[config.mk]
export PLATFORM = sky130hd
export DESIGN_NAME = pipe_control_unit
export DESIGN_NICKNAME = d
export VERILOG_FILES = /design/src/rtl/pipe_control_unit.sv
export SDC_FILE = /design/constraint.sdc
export NUM_CORES = 1
export LEC_CHECK = 0
export CAP_MARGIN = 15
export CORE_ASPECT_RATIO = 1.75
export CORE_UTILIZATION = 50
export DETAILED_ROUTE_END_ITERATION = 6
export GPL_TIMING_DRIVEN = 0
export PLACE_DENSITY = 0.86
export SETUP_SLACK_MARGIN = 0.02
export SYNTH_ARGS = -nofsm -noshare
export SYNTH_HDL_FRONTEND = slang
export SYNTH_SLANG_ARGS = --single-unit
export TNS_END_PERCENT = 5
[constraint.sdc]
create_clock -name clk -period 2.7 [get_ports clk]
set_input_delay 0.54 -clock clk [delete_from_list [all_inputs] [get_ports clk]]
set_output_delay 0.54 -clock clk [all_outputs]
set_load 0.03 [all_outputs]
[src/rtl/pipe_control_unit.sv]
// pipe_control_unit: pipeline sequencer driving pipe-register enables/flushes, hazard stalls, memory freeze and halt drain
module pipe_control_unit #(
  parameter int TO_W  = 8,
  parameter int CNT_W = 16
) (
  input  logic             clk,
  input  logic             reset,
  input  logic             start,
  input  logic [3:0]       RA1D,
  input  logic [3:0]       RA2D,
  input  logic [3:0]       WA3E,
  input  logic [3:0]       WA3M,
  input  logic             RegWriteE,
  input  logic             RegWriteM,
  input  logic             BranchTakenE,
  input  logic             HaltD,
  input  logic             MemReqM,
  input  logic             mem_ack,
  output logic             cargarF,
  output logic             cargarD,
  output logic             cargarE,
  output logic             cargarM,
  output logic             cargarW,
  output logic             flushD,
  output logic             flushE,
  output logic             running,
  output logic             halted,
  output logic             error,
  output logic [CNT_W-1:0] stall_count
);
  typedef enum logic [1:0] {IDLE, RUN, DRAIN, HALTED} state_t;
  state_t          state;
  logic [TO_W-1:0] to_cnt;
  logic [1:0]      drain_cnt;
  logic            mem_stall, hazard, run, drain, active;
  logic [4:0]      ld;
  assign mem_stall = MemReqM & ~mem_ack;
  assign hazard = (RegWriteE & (WA3E == RA1D | WA3E == RA2D)) |
                  (RegWriteM & (WA3M == RA1D | WA3M == RA2D));
  assign run     = state == RUN;
  assign drain   = state == DRAIN;
  assign active  = run | drain;
  assign running = active;
  assign halted  = state == HALTED;
  // Priority: memory freeze, branch squash, hazard bubble, halt entry, normal flow.
  assign ld = (!active || mem_stall) ? 5'b00000 :
              drain                  ? 5'b00111 :
              BranchTakenE           ? 5'b11111 :
              hazard                 ? 5'b00111 :
              HaltD                  ? 5'b01111 : 5'b11111;
  assign {cargarF, cargarD, cargarE, cargarM, cargarW} = ld;
  assign flushD = run & ~mem_stall & (BranchTakenE | (~hazard & HaltD));
  assign flushE = ~mem_stall & (drain | (run & (BranchTakenE | hazard)));
  always_ff @(posedge clk) begin
    if (reset) begin
      state       <= IDLE;
      to_cnt      <= '0;
      drain_cnt   <= '0;
      error       <= 1'b0;
      stall_count <= '0;
    end else begin
      to_cnt <= (active & mem_stall) ? to_cnt + 1'b1 : '0;
      if (active & (mem_stall | (run & hazard & ~BranchTakenE)) & ~&stall_count)
        stall_count <= stall_count + 1'b1;
      if (state == IDLE && start)
        state <= RUN;
      else if (active && mem_stall && &to_cnt) begin
        state <= HALTED;
        error <= 1'b1;
      end else if (run && !mem_stall && !BranchTakenE && !hazard && HaltD) begin
        state     <= DRAIN;
        drain_cnt <= '0;
      end else if (drain && !mem_stall) begin
        drain_cnt <= drain_cnt + 1'b1;
        if (drain_cnt == 2'd2) state <= HALTED;
      end
    end
  end
endmodule

## After elaboration in Yosys (flattened, before gate mapping)

Index checks and enable logic that the tools add are counted.

- Output and inout bits: 26
- Flip-flop bits (word level): 29
- Logic and storage cells: 85

- Add/subtract/negate cells: 3
- Muxes and demuxes: 12
- Eq/ne operators: 8
- Bitwise gates (word level): 28
- Reduce and logical (&&, ||, !) cells: 28

Operators by type and width:

| cell | count |
|---|---|
| 5-bit 2-to-1 mux | 5 |
| 16-bit by 1-bit adder with 16-bit output (second input constant) | 1 |
| 4-bit equality test | 4 |
| 16-bit AND reduction | 1 |
| 1-bit AND | 13 |
| 2-bit 2-to-1 mux | 6 |
| 8-bit by 1-bit adder with 8-bit output (second input constant) | 1 |
| 1-bit logical AND | 8 |
| 1-bit bitwise OR | 8 |
| 8-bit AND reduction | 1 |
| 4-bit nonzero test | 2 |
| 1-bit inverter | 7 |
| 2-bit equality test (second input constant) | 3 |
| 2-bit AND reduction | 3 |
| 3-bit nonzero test | 2 |
| 1-bit logical NOT | 5 |
| 2-bit OR reduction | 2 |
| 3-bit AND reduction | 1 |
| 2-bit by 1-bit adder with 2-bit output (second input constant) | 1 |
| 2-bit by 1-bit equality test with 1-bit output (second input constant) | 1 |
| 2-bit logical NOT | 1 |
| 2-bit nonzero test | 1 |
| 1-bit logical OR | 1 |
| 1-bit 2-to-1 mux | 1 |

## Logic depth before layout (Yosys ltp)

Gate-level depths: netlist of the first run.

- Depth after elaboration: 10
- Gate-level depth with buffers: 8
- Depth with buffers taken out: 8

## Worst setup path before layout of the first run

OpenSTA, ideal clock, no wires.

- Path type: input -> output
- From: input port WA3M[3]
- To: output port cargarF
- Buffers on the path: 0
- Required time: 2.160 ns
- Arrival: 1.970 ns
- Cell stages on the path: 6
- Slack: 0.190 ns
- Cell sequence: xnor2_1 -> nand4_1 -> nand2_1 -> a22oi_1 -> a21oi_1 -> nor3_1

- Cells in the longest elaborated chain, start to end: 8
- Elaborated cells between the ends (all ways): 9
- Classes of those cells: eq/ne (2); mux (4); bitwise (3)

RTL lines:

| item | RTL line | RTL |
|---|---|---|
| from (decl) | 12 | `input logic [3:0] WA3M,` |
| 4-bit equality test | 39 | `(RegWriteM & (WA3M == RA1D \| WA3M == RA2D));` |
| 1-bit bitwise OR * | 39 |  |
| 1-bit AND * | 39 |  |
| 1-bit bitwise OR * | 38 | `assign hazard = (RegWriteE & (WA3E == RA1D \| WA3E == RA2D)) \|` |
| 5-bit 2-to-1 mux * | 49 | `hazard ? 5'b00111 :` |
| 5-bit 2-to-1 mux * | 48 | `BranchTakenE ? 5'b11111 :` |
| 5-bit 2-to-1 mux * | 47 | `drain ? 5'b00111 :` |
| 5-bit 2-to-1 mux * | 46 | `assign ld = (!active \|\| mem_stall) ? 5'b00000 :` |
| to (decl) | 19 | `output logic cargarF,` |

Every way passes the cells marked *; elsewhere a longest branch is shown, timed or not.

## Final worst setup path of the first run

- From: input port RA2D[1]
- To: output port cargarF

- Cells in the longest elaborated chain, start to end: 8
- Elaborated cells between the ends (all ways): 11
- Classes of those cells: eq/ne (2); mux (4); bitwise (5)

RTL lines:

| item | RTL line | RTL |
|---|---|---|
| from (decl) | 10 | `input logic [3:0] RA2D,` |
| 4-bit equality test (on tied branches) | 38, 39 |  |
| 1-bit bitwise OR (on tied branches) | 38, 39 |  |
| 1-bit AND (on tied branches) | 38, 39 |  |
| 1-bit bitwise OR * | 38 |  |
| 5-bit 2-to-1 mux * | 49 |  |
| 5-bit 2-to-1 mux * | 48 |  |
| 5-bit 2-to-1 mux * | 47 |  |
| 5-bit 2-to-1 mux * | 46 |  |

Marks and branches as above.

==> results of run 1 <==
## final cells by class
cell class,instances,area share (%)
timing repair buffer,52,18.7
inverter,10,1.35
sequential,29,20.9
clock buffer,7,3.11
tap,48,2.16
buffer,10,2.39
multi-input combinational,213,51.4
## timing repair
action                                  in CTS  in global routing
resized for setup                           21                 24
pin swaps                                    1                  9
setup buffers                                1                  1
endpoints found under the setup margin       6                  4
## logic make-up after synthesis
logic type                 share of synthesized area, %
adders and majority gates                          4.21
DFF                                                27.9
xor gates and xnor gates                           8.84
muxes                                              1.74
and+or+nand+nor                                    30.6
AOI/OAI and AO/OA                                  21.7
buffers and inverters                              4.99
## worst register-to-register path, stage by stage (launching register included)
cell                      delay (ps)
sky130_fd_sc_hd__dfxtp_1         450
sky130_fd_sc_hd__ha_1            330
sky130_fd_sc_hd__nand4_2         200
sky130_fd_sc_hd__nor4_4          470
sky130_fd_sc_hd__nor2_2          140
sky130_fd_sc_hd__a21oi_2         260
sky130_fd_sc_hd__mux2_1          340
## power by group through the flow
stage,Combinational [mW],Clock (mW),Sequential (mW)
floorplan,0.118,0,0.468
global placement,0.223,0,0.459
detailed placement,0.228,0,0.460
CTS,0.229,0.369,0.451
global route,0.253,0.382,0.453
finish,0.238,0.365,0.451
## worst max path at each step
stage	end	start	slack (ps)
2_1_floorplan	cargarF	WA3M[3]	190
3_3_place_gp	cargarF	RA1D[1]	-620
3_5_place_dp	cargarF	RA2D[0]	-700
4_1_cts	cargarD	RA2D[0]	-20
5_1_grt	cargarF	RA2D[1]	-50
6_report	cargarF	RA2D[1]	10
## cells in the mapped netlist (all sizes together), types with 6 or more instances
master,instances
nand4,10
nand3,18
nand2,33
inv,10
a31oi,6
nor2,20
or3,7
buf,8
o21ai,8
dfxtp,29
ha,7
a21boi,7
xnor2,19
nor3,6
a21oi,17
## state kept, by name, summed over array words and instances (netlist names)
| name | count |
|---|---|
| stall_count | 16 |
| to_cnt | 8 |
| state | 2 |
| error | 1 |
| drain_cnt | 2 |
## per-stage QoR
step,setup TNS [ps],hold slack [ps]
3_5_place_dp,-2400,438
3_3_place_gp,-2040,424
5_1_grt,-114,469
6_report,0,442
4_1_cts,-43.7,446
2_1_floorplan,0,413
## per-layer routing
metal / wire length [um] / global-route usage, % / vias to the layer above
met5: 0 / 0 / -
li1: - / - / 1069
met2: 3190 / 54.9 / 72
met4: 165 / 15.2 / 0
met3: 259 / 4.71 / 19
met1: 2050 / 24.9 / 1030
==> metrics.txt, run 1 <==
I/O pin total 51; Switching Fraction 29.1%; antenna violations before repair 0; die span in x 50.8 um; Worst path depth 8; share of the synthesized area in the top cell type 27.9%; global-route wire length before repair 9.34 mm; total wire length 5.67 mm; worst-skew pair later-pin latency 290 ps; synthesis-stage register bit count 29; power density over cell area 379 mW/mm^2; most frequent standard cell in the layout excluding fill and tap cells sky130_fd_sc_hd__clkdlybuf4s50_1; pins over their slew limit 0; worst hold path class register to register; starting density of the core 52.8%; number of routed nets with antenna violations 0; Die Area 0.00443 sq mm; worst setup timing slack at the placement stage -703 ps; Worst path max stage delay 450 ps; sequential cell fraction of total power 42.8%; instance area at placement 0.00264 sq mm; deepest level of the CTS H-tree 2; average detailed-routed wire length per instance 15.4 um; Max VDD drop 0.382 mV; Max Clock Freq 372 MHz; clock power share 34.6%; initial detailed-routing violation count 55; worst-case reg-to-reg path depth 6; Switching Power 0.307 mW; count of synthesis-stage warnings from yosys 0; largest clock skew in the final design 7.53 ps; maximum count of clock buffers along a single path 2; kind of capture point of the worst setup path output pin; hpwl dp 4.10 mm; share of synthesized flip-flops with an asynchronous set or reset 0%; all-layer global routing usage 27.5%; Post-synth EDFFs 0; Critical R2R Capture stall_count[0]$_SDFFE_PP0P_; height of the chip 87.3 um; Setup Crit Path Kind input port to output pin; synthesized cell area 0.00208 sq mm; leading post-synthesis cells by cell area sky130_fd_sc_hd__dfxtp_1, sky130_fd_sc_hd__xnor2_1, sky130_fd_sc_hd__nand2_1; startpoint kind of the worst setup timing path input port; area added between synthesis and finish 33.7%; multi-input gate area in the final layout 0.00143 sq mm; number of vias per cell after detailed routing 5.93; final critical delay including setup and external delays 2690 ps; ANT cells 0; Post-route DRC 0; number of setup violations in the final report 0; clock transition time at the flip-flop clock pins of the worst setup and hold paths 60 ps; # port buffers 50; max_slew headroom 67.4%; number of vias after detailed routing 2190; critical path fanouts, max 4; number of max-capacitance violations reported 0; slowest library cell on the worst path sky130_fd_sc_hd__clkdlybuf4s50_1; filler cell count in the final layout 336; measured slew at the worst slew-check pin 485 ps; net count of the mapped netlist 294; number of failing hold endpoints at the final stage 0; RSZ-0062 raised after global routing true; endpoint of the worst hold path to_cnt[0]$_SDFF_PP0_; clock sink count 29; row count 30; relative contribution of combinational cells to total power 22.6%; number of placed instances, taps included 360; cell at the root of the clock tree sky130_fd_sc_hd__clkbuf_8; commonest cells after routing, fill and taps aside sky130_fd_sc_hd__clkdlybuf4s50_1, sky130_fd_sc_hd__nand2_1, sky130_fd_sc_hd__dfxtp_1, sky130_fd_sc_hd__xnor2_1, sky130_fd_sc_hd__nor2_1; least setup slack across all paths after layout 13.2 ps; maximum number of pins on one net before global-route repair 11; reg2reg start stall_count[0]$_SDFFE_PP0P_; distinct cell type count of the synthesized netlist 57; Seq/Total Area, Yosys 27.9%; P_int 0.747 mW; Core Footprint 0.00394 sq mm; chain of cells forming the critical path clkdlybuf4s50_1, xnor2_1, nand4_1, nand2_1, a22oi_2, a21oi_2, nor3_2, buf_4; Seq. cell area 581 sq um; GP Congestion 0.924; Reg2Reg Setup Slack 400 ps; delay-heaviest family, CP buffers and inverters; Syn Area/Cell 7.94 sq um; reported leakage power 1.06 nW; Cells after Synth 262; Top FF cell, synth sky130_fd_sc_hd__dfxtp_1; total global routing overflow 0; fraction of layout instances using a drive strength above 1 13.7%; Pre-antenna DRT Iters 4; Final #Nets 353; number of buffers created by CTS 5; cell area after layout 0.00278 sq mm; status finished, final reports clean; overall power of the completed layout 1.05 mW; hold wc startpoint to_cnt[0]$_SDFF_PP0_; required time of the worst setup path 2160 ps; Bufs and invs on worst path 2; post-cts hold buffer count 0; TritonCTS clock tree done; instance count along the most critical hold path 1; critical path data arrival time 2150 ps; Yosys top cell by area sky130_fd_sc_hd__dfxtp_1; share of the cycle needed by the critical path after routing 99.5%; via count of the first global-routing pass 2202; Final Non-Filler Cells 369; final design utilization 70.5%
Note: power is estimated with default switching activity, not from simulation.
==> inputs of run 2 (changes only) <==
Settings changed: CORE_UTILIZATION 50 to 51, CTS_BUF_LIST set to sky130_fd_sc_hd__clkbuf_4, PLACE_DENSITY 0.86 to 0.87, SKIP_LAST_GASP set to 1.
==> run 2 against run 1 <==
Net effect: the run now ends with negative setup slack left; combinational power fell by 3%; largest power group unchanged; final area is 2.8% lower; die area is 1.9% lower; register-to-register slack hardly changed; flip-flop and latch count unchanged; count of clock-buffer cells in the layout decreased by 2; critical path depth down 1; highest routed layer unchanged; power fell by 11%; global-route usage down 1.2 points; clock skew is essentially flat; via count is 0.18% higher; critical endpoint is now cargarD.
==> metrics.txt, run 2 (synthesis gave the netlist of run 1 again) <==
status complete, but fails checks; failing checks negative setup slack; max_slew headroom 65.4% (-2.0 points); number of vias after detailed routing 2194 (+0.18%); pins over their slew limit 0 (unchanged); Final #Nets 352 (-0.28%); Pre-antenna DRT Iters 5 (+1); most congested layer reported by global routing met2; startpoint kind of the worst setup timing path input port; worst-case reg-to-reg path depth 6 (unchanged); met1 GRT Util 24.6% (-0.27 points); post-cts hold buffer count 0 (unchanged); hold wc startpoint to_cnt[0]$_SDFF_PP0_; reported leakage power 0.960 nW (-9.2%); total wire length 5.43 mm (-4.2%); row count 30 (unchanged); antenna violations before repair 0 (unchanged); global-route wire length before repair 8.83 mm (-5.5%); RSZ-0062 raised after global routing true; area added between synthesis and finish 30.0%; average detailed-routed wire length per instance 14.7 um (-4.2%); final critical delay including setup and external delays 2700 ps (+16.7 ps); maximum number of pins on one net before global-route repair 11 (unchanged); number of max-capacitance violations reported 0 (unchanged); Die Area 0.00435 sq mm (-1.9%); critical path data arrival time 2160 ps (about the same); clock sink count 29 (unchanged); maximum count of clock buffers along a single path 2 (unchanged); GP Congestion 0.901 (-2.5%); Global Route met3 Usage 5.26% (+0.55 points); measured slew at the worst slew-check pin 519 ps (+34.2 ps); via count of the first global-routing pass 2087 (-5.2%); number of failing hold endpoints at the final stage 0 (unchanged); number of flip-flops under the largest register name 16 (unchanged); initial detailed-routing violation count 61 (+11%); number of vias per cell after detailed routing 5.95 (+0.18%); kind of capture point of the worst setup path output pin; CP endpoint cargarD; Core Footprint 0.00390 sq mm (-0.95%); Regs by FF count stall_count x16, to_cnt x8; height of the chip 86.5 um (-0.97%); TritonCTS clock tree done; least setup slack across all paths after layout -3.49 ps (-16.7 ps); fraction of layout instances using a drive strength above 1 11.5% (-2.2 points); required time of the worst setup path 2160 ps (about the same); worst-skew pair later-pin latency 340 ps (+50 ps); total global routing overflow 0 (unchanged); Max VDD drop 0.388 mV (+1.6%); Max Clock Freq 370 MHz (-0.62%); ANT cells 0 (unchanged); largest clock skew in the final design 7.43 ps (-0.106 ps); worst hold path class register to register; cell at the root of the clock tree sky130_fd_sc_hd__clkbuf_4; Post-route DRC 0 (unchanged); starting density of the core 53.3% (+0.51 points); hpwl dp 4.14 mm (+0.85%); deepest level of the CTS H-tree 2 (unchanged); power density over cell area 347 mW/mm^2 (-8.4%); share of the cycle needed by the critical path after routing 100% (+0.62 points); all-layer global routing usage 26.4% (-1.2 points); # port buffers 50 (unchanged); met2 Resource Use GR 50.7% (-4.2 points); I/O pin total 51 (unchanged); Reg2Reg Setup Slack 400 ps (about the same); number of setup violations in the final report 1 (+1); clock transition time at the flip-flop clock pins of the worst setup and hold paths 90 ps (+30 ps); number of routed nets with antenna violations 0 (unchanged); commonest cells after routing, fill and taps aside sky130_fd_sc_hd__clkdlybuf4s50_1, sky130_fd_sc_hd__nand2_1, sky130_fd_sc_hd__dfxtp_1, sky130_fd_sc_hd__xnor2_1, sky130_fd_sc_hd__nor2_1; final total negative setup slack -3.49 ps (-3.49 ps); reg2reg start stall_count[0]$_SDFFE_PP0P_; final design utilization 69.2% (-1.3 points); number of buffers created by CTS 5 (unchanged); register with the highest flop count stall_count; timing startpoint of the critical path WA3M[3]; die span in x 50.3 um (-0.95%); Setup Crit Path Kind input port to output pin; filler cell count in the final layout 349 (+3.9%); Worst Hold Margin 450 ps (+7.47 ps); critical path fanouts, max 6 (+2); most frequent standard cell in the layout excluding fill and tap cells sky130_fd_sc_hd__clkdlybuf4s50_1; Critical R2R Capture stall_count[0]$_SDFFE_PP0P_
[run 2: final cells by class]
class / instances / area [sq um] / area share, %
Buffer: 10 / 66.3 / 2.45
Clock buffer: 5 / 37.5 / 1.39
Clock inverter: 3 / 12.5 / 0.463
Inverter: 10 / 37.5 / 1.39
Multi-Input combinational cell: 213 / 1410 / 52.0
Sequential cell: 29 / 581 / 21.5
Tap cell: 48 / 60.1 / 2.22
Timing Repair Buffer: 51 / 502 / 18.6
[run 2: critical path: stages]
cell	delay [ps]
sky130_fd_sc_hd__clkdlybuf4s50_1	520
sky130_fd_sc_hd__xnor2_1	140
sky130_fd_sc_hd__nand4_1	190
sky130_fd_sc_hd__a21bo_2	270
sky130_fd_sc_hd__nand2_2	160
sky130_fd_sc_hd__nor3_1	70
sky130_fd_sc_hd__clkdlybuf4s15_2	280
[run 2: worst min-delay path by stage]
stage / endpoint / slack (ps) / cells after the start
6_report: to_cnt[0]$_SDFF_PP0_ / 450 / 1
3_3_place_gp: to_cnt[0]$_SDFF_PP0_ / 430 / 1
5_1_grt: to_cnt[0]$_SDFF_PP0_ / 480 / 1
2_1_floorplan: to_cnt[0]$_SDFF_PP0_ / 410 / 1
4_1_cts: to_cnt[0]$_SDFF_PP0_ / 450 / 1
3_5_place_dp: to_cnt[0]$_SDFF_PP0_ / 440 / 1
[run 2: report_power, final]
part / internal [mW] / total, mW / switching, mW
logic: 0.107 / 0.230 / 0.123
registers: 0.436 / 0.450 / 0.0146
clock network: 0.0939 / 0.257 / 0.163
total: 0.636 / 0.938 / 0.301
[run 2: through the flow]
step	cell area, sq um	std cells	power [mW]	worst slack (ps)
detailed placement	2640	360	0.687	-658
floorplan	2080	262	0.586	190
CTS	2700	369	0.939	-13.6
global placement	2640	360	0.683	-619
global route	2700	369	0.974	-86.9
finish	2700	369	0.938	-3.49
[run 2: layer usage]
| layer | part of all wire [%] | vias up |
|---|---|---|
| met5 | 0 | - |
| met4 | 2.8 | 0 |
| met3 | 4.4 | 23 |
| met2 | 55 | 71 |
| met1 | 37 | 1038 |
| li1 | - | 1062 |
[run 2: what timing repair did]
item,4_1_cts,5_1_grt
gates resized for setup,21,3
endpoints found under the setup margin,6,7
pin swaps,1,3
buffers inserted,1,0
==> inputs of run 3 (changes only) <==
Settings changed: CELL_PAD_IN_SITES_DETAIL_PLACEMENT set to 1, CELL_PAD_IN_SITES_GLOBAL_PLACEMENT set to 1, CORE_UTILIZATION 51 to 37.
==> run 3 against run 2 <==
Net effect: the flow still finishes with violations (negative setup slack); sequential share of layout area fell by 0.17 points; final area rose by 0.79%; routed wire length rose by 13%; fmax fell by 0.16%; first-iteration DRC count fell by 4.9%; worst hold slack got worse by 7.1 ps; die area rose by 37%; utilization fell by 18 points; count of clock-buffer cells in the layout did not move; clock power fell by 6%.
==> metrics.txt, run 3 (synthesis gave the netlist of run 1 again) <==
Reg2Reg Setup Slack 370 ps (-30 ps); row count 35 (+17%); number of failing hold endpoints at the final stage 0 (unchanged); endpoint of the worst hold path to_cnt[0]$_SDFF_PP0_; power density over cell area 339 mW/mm^2 (-2.4%); maximum number of pins on one net before global-route repair 11 (unchanged); number of vias per cell after detailed routing 5.56 (-6.4%); number of setup violations in the final report 1 (unchanged); pins over their slew limit 0 (unchanged); total wire length 6.16 mm (+13%); die span in x 58.7 um (+17%); all-layer global routing usage 22.2% (-4.1 points); average detailed-routed wire length per instance 15.7 um (+6.4%); TritonCTS clock tree done; cell area after layout 0.00272 sq mm (+0.79%); clock power share 26.1% (-1.3 points); reported leakage power 0.959 nW (about the same); final design utilization 51.0% (-18 points); kind of capture point of the worst setup path output pin; global-route wire length before repair 10.1 mm (+15%); Critical R2R Capture stall_count[0]$_SDFFE_PP0P_; required time of the worst setup path 2160 ps (about the same); sequential cell fraction of total power 48.8% (+0.8 points); Core Footprint 0.00534 sq mm (+37%); fraction of layout instances using a drive strength above 1 11.3% (-0.24 points); number of max-capacitance violations reported 0 (unchanged); startpoint kind of the worst setup timing path input port; Worst Hold Margin 443 ps (-7.10 ps); status complete, but fails checks; worst-skew pair later-pin latency 320 ps (-20 ps); reg2reg start stall_count[1]$_SDFFE_PP0P_; critical path data arrival time 2170 ps (about the same); number of routed nets with antenna violations 0 (unchanged); register with the highest flop count stall_count; largest clock skew in the final design 8.99 ps (+1.56 ps); GP Congestion 0.831 (-7.7%); worst-case reg-to-reg path depth 6 (unchanged); RSZ-0062 raised after global routing true; instance area at placement 0.00267 sq mm (+1.2%); commonest cells after routing, fill and taps aside sky130_fd_sc_hd__clkdlybuf4s50_1, sky130_fd_sc_hd__nand2_1, sky130_fd_sc_hd__dfxtp_1, sky130_fd_sc_hd__xnor2_1, sky130_fd_sc_hd__nor2_1; Post-route DRC 0 (unchanged); antenna violations before repair 0 (unchanged); share of the cycle needed by the critical path after routing 100% (+0.16 points); number of placed instances, taps included 386 (+7.2%); height of the chip 101 um (+17%); Die Area 0.00594 sq mm (+37%); failing checks negative setup slack; number of vias after detailed routing 2186 (-0.36%); hold wc startpoint to_cnt[0]$_SDFF_PP0_; max_slew headroom 65.9% (+0.46 points); hpwl dp 4.89 mm (+18%); area added between synthesis and finish 31.0%; clock sink count 29 (unchanged); cell at the root of the clock tree sky130_fd_sc_hd__clkbuf_4; Final #Nets 352 (unchanged); Regs by FF count stall_count x16, to_cnt x8; instance count along the most critical hold path 1 (unchanged); Setup Crit Path Kind input port to output pin; overall power of the completed layout 0.923 mW (-1.6%); critical path fanouts, max 6 (unchanged); most frequent standard cell in the layout excluding fill and tap cells sky130_fd_sc_hd__clkdlybuf4s50_1; total global routing overflow 0 (unchanged); starting density of the core 38.9% (-14 points); via count of the first global-routing pass 2273 (+8.9%); ANT cells 0 (unchanged); measured slew at the worst slew-check pin 512 ps (-6.93 ps); Max Clock Freq 369 MHz (-0.16%); least setup slack across all paths after layout -7.80 ps (-4.31 ps); Switching Fraction 31.6% (-0.55 points); number of buffers created by CTS 5 (unchanged); Pre-antenna DRT Iters 5 (unchanged); clock transition time at the flip-flop clock pins of the worst setup and hold paths 80 ps (about the same); filler cell count in the final layout 690 (+98%); number of flip-flops under the largest register name 16 (unchanged); I/O pin total 51 (unchanged); Final Non-Filler Cells 393 (+6.5%); Max VDD drop 0.362 mV (-6.7%); # port buffers 50 (unchanged); relative contribution of combinational cells to total power 25.1% (+0.5 points); initial detailed-routing violation count 58 (-4.9%); Switching Power 0.291 mW (-3.3%); maximum count of clock buffers along a single path 2 (unchanged); deepest level of the CTS H-tree 2 (unchanged); P_int 0.631 mW (-0.80%); worst hold path class register to register; final critical delay including setup and external delays 2710 ps (+4.31 ps)
-- run 3: cell count changes in the layout (fill, tap and decap cells not counted), sizes merged --
cell,delta
clkdlybuf4s50,-1
clkdlybuf4s18,-1
clkinv,-2
dlygate4sd2,+1
clkdlybuf4s15,+1
-- run 3: worst max-delay path: stages --
cell and delay, ps:
sky130_fd_sc_hd__clkdlybuf4s50_1 530, sky130_fd_sc_hd__xnor2_1 140, sky130_fd_sc_hd__nand4_1 180, sky130_fd_sc_hd__a21bo_2 270, sky130_fd_sc_hd__nand2_2 160, sky130_fd_sc_hd__nor3_1 60, sky130_fd_sc_hd__clkdlybuf4s15_2 290
-- run 3: area by class of cell --
class | count | area, sq um | area share (%)
Inverter | 10 | 37.5 | 1.38
Tap cell | 74 | 92.6 | 3.40
Sequential cell | 29 | 581 | 21.3
Clock buffer | 5 | 37.5 | 1.38
Timing Repair Buffer | 51 | 502 | 18.4
Buffer | 10 | 66.3 | 2.43
Clock inverter | 1 | 5.00 | 0.184
Multi-Input combinational cell | 213 | 1400 | 51.5
-- run 3: how the worst max path moves through the flow --
stage | from | end | slack, ps | cells past startpoint
6_report | RA2D[2] | cargarD | -8 | 7
5_1_grt | WA3E[0] | cargarD | -90 | 7
4_1_cts | mem_ack | cargarW | -30 | 6
3_5_place_dp | RA2D[2] | cargarF | -680 | 8
3_3_place_gp | RA1D[1] | cargarF | -660 | 8
2_1_floorplan | WA3M[3] | cargarF | 190 | 6
-- run 3: metrics by stage --
step,worst slack [ps],setup TNS [ps]
2_1_floorplan,190,0
3_3_place_gp,-657,-2220
3_5_place_dp,-684,-2360
4_1_cts,-29.8,-51.8
5_1_grt,-86.1,-260
6_report,-7.80,-7.80
-- run 3: layer usage --
metal,track usage [%],part of all wire (%)
met3,3.70,2.3
met4,8.24,2.4
met2,44.1,59
met5,0,0
met1,22.1,37
-- run 3: timing repair --
action | CTS | global route
hold buffers | 0 | 0
pin swaps | 1 | 0
buffers inserted | 1 | 0
endpoints found under the setup margin | 6 | 6
resized for setup | 20 | 3
-- run 3: power groups by stage --
stage,Combinational [mW],Clock (mW),Sequential [mW]
floorplan,0.118,0,0.468
global placement,0.227,0,0.460
detailed placement,0.233,0,0.460
CTS,0.234,0.253,0.450
global route,0.247,0.261,0.452
finish,0.232,0.241,0.450
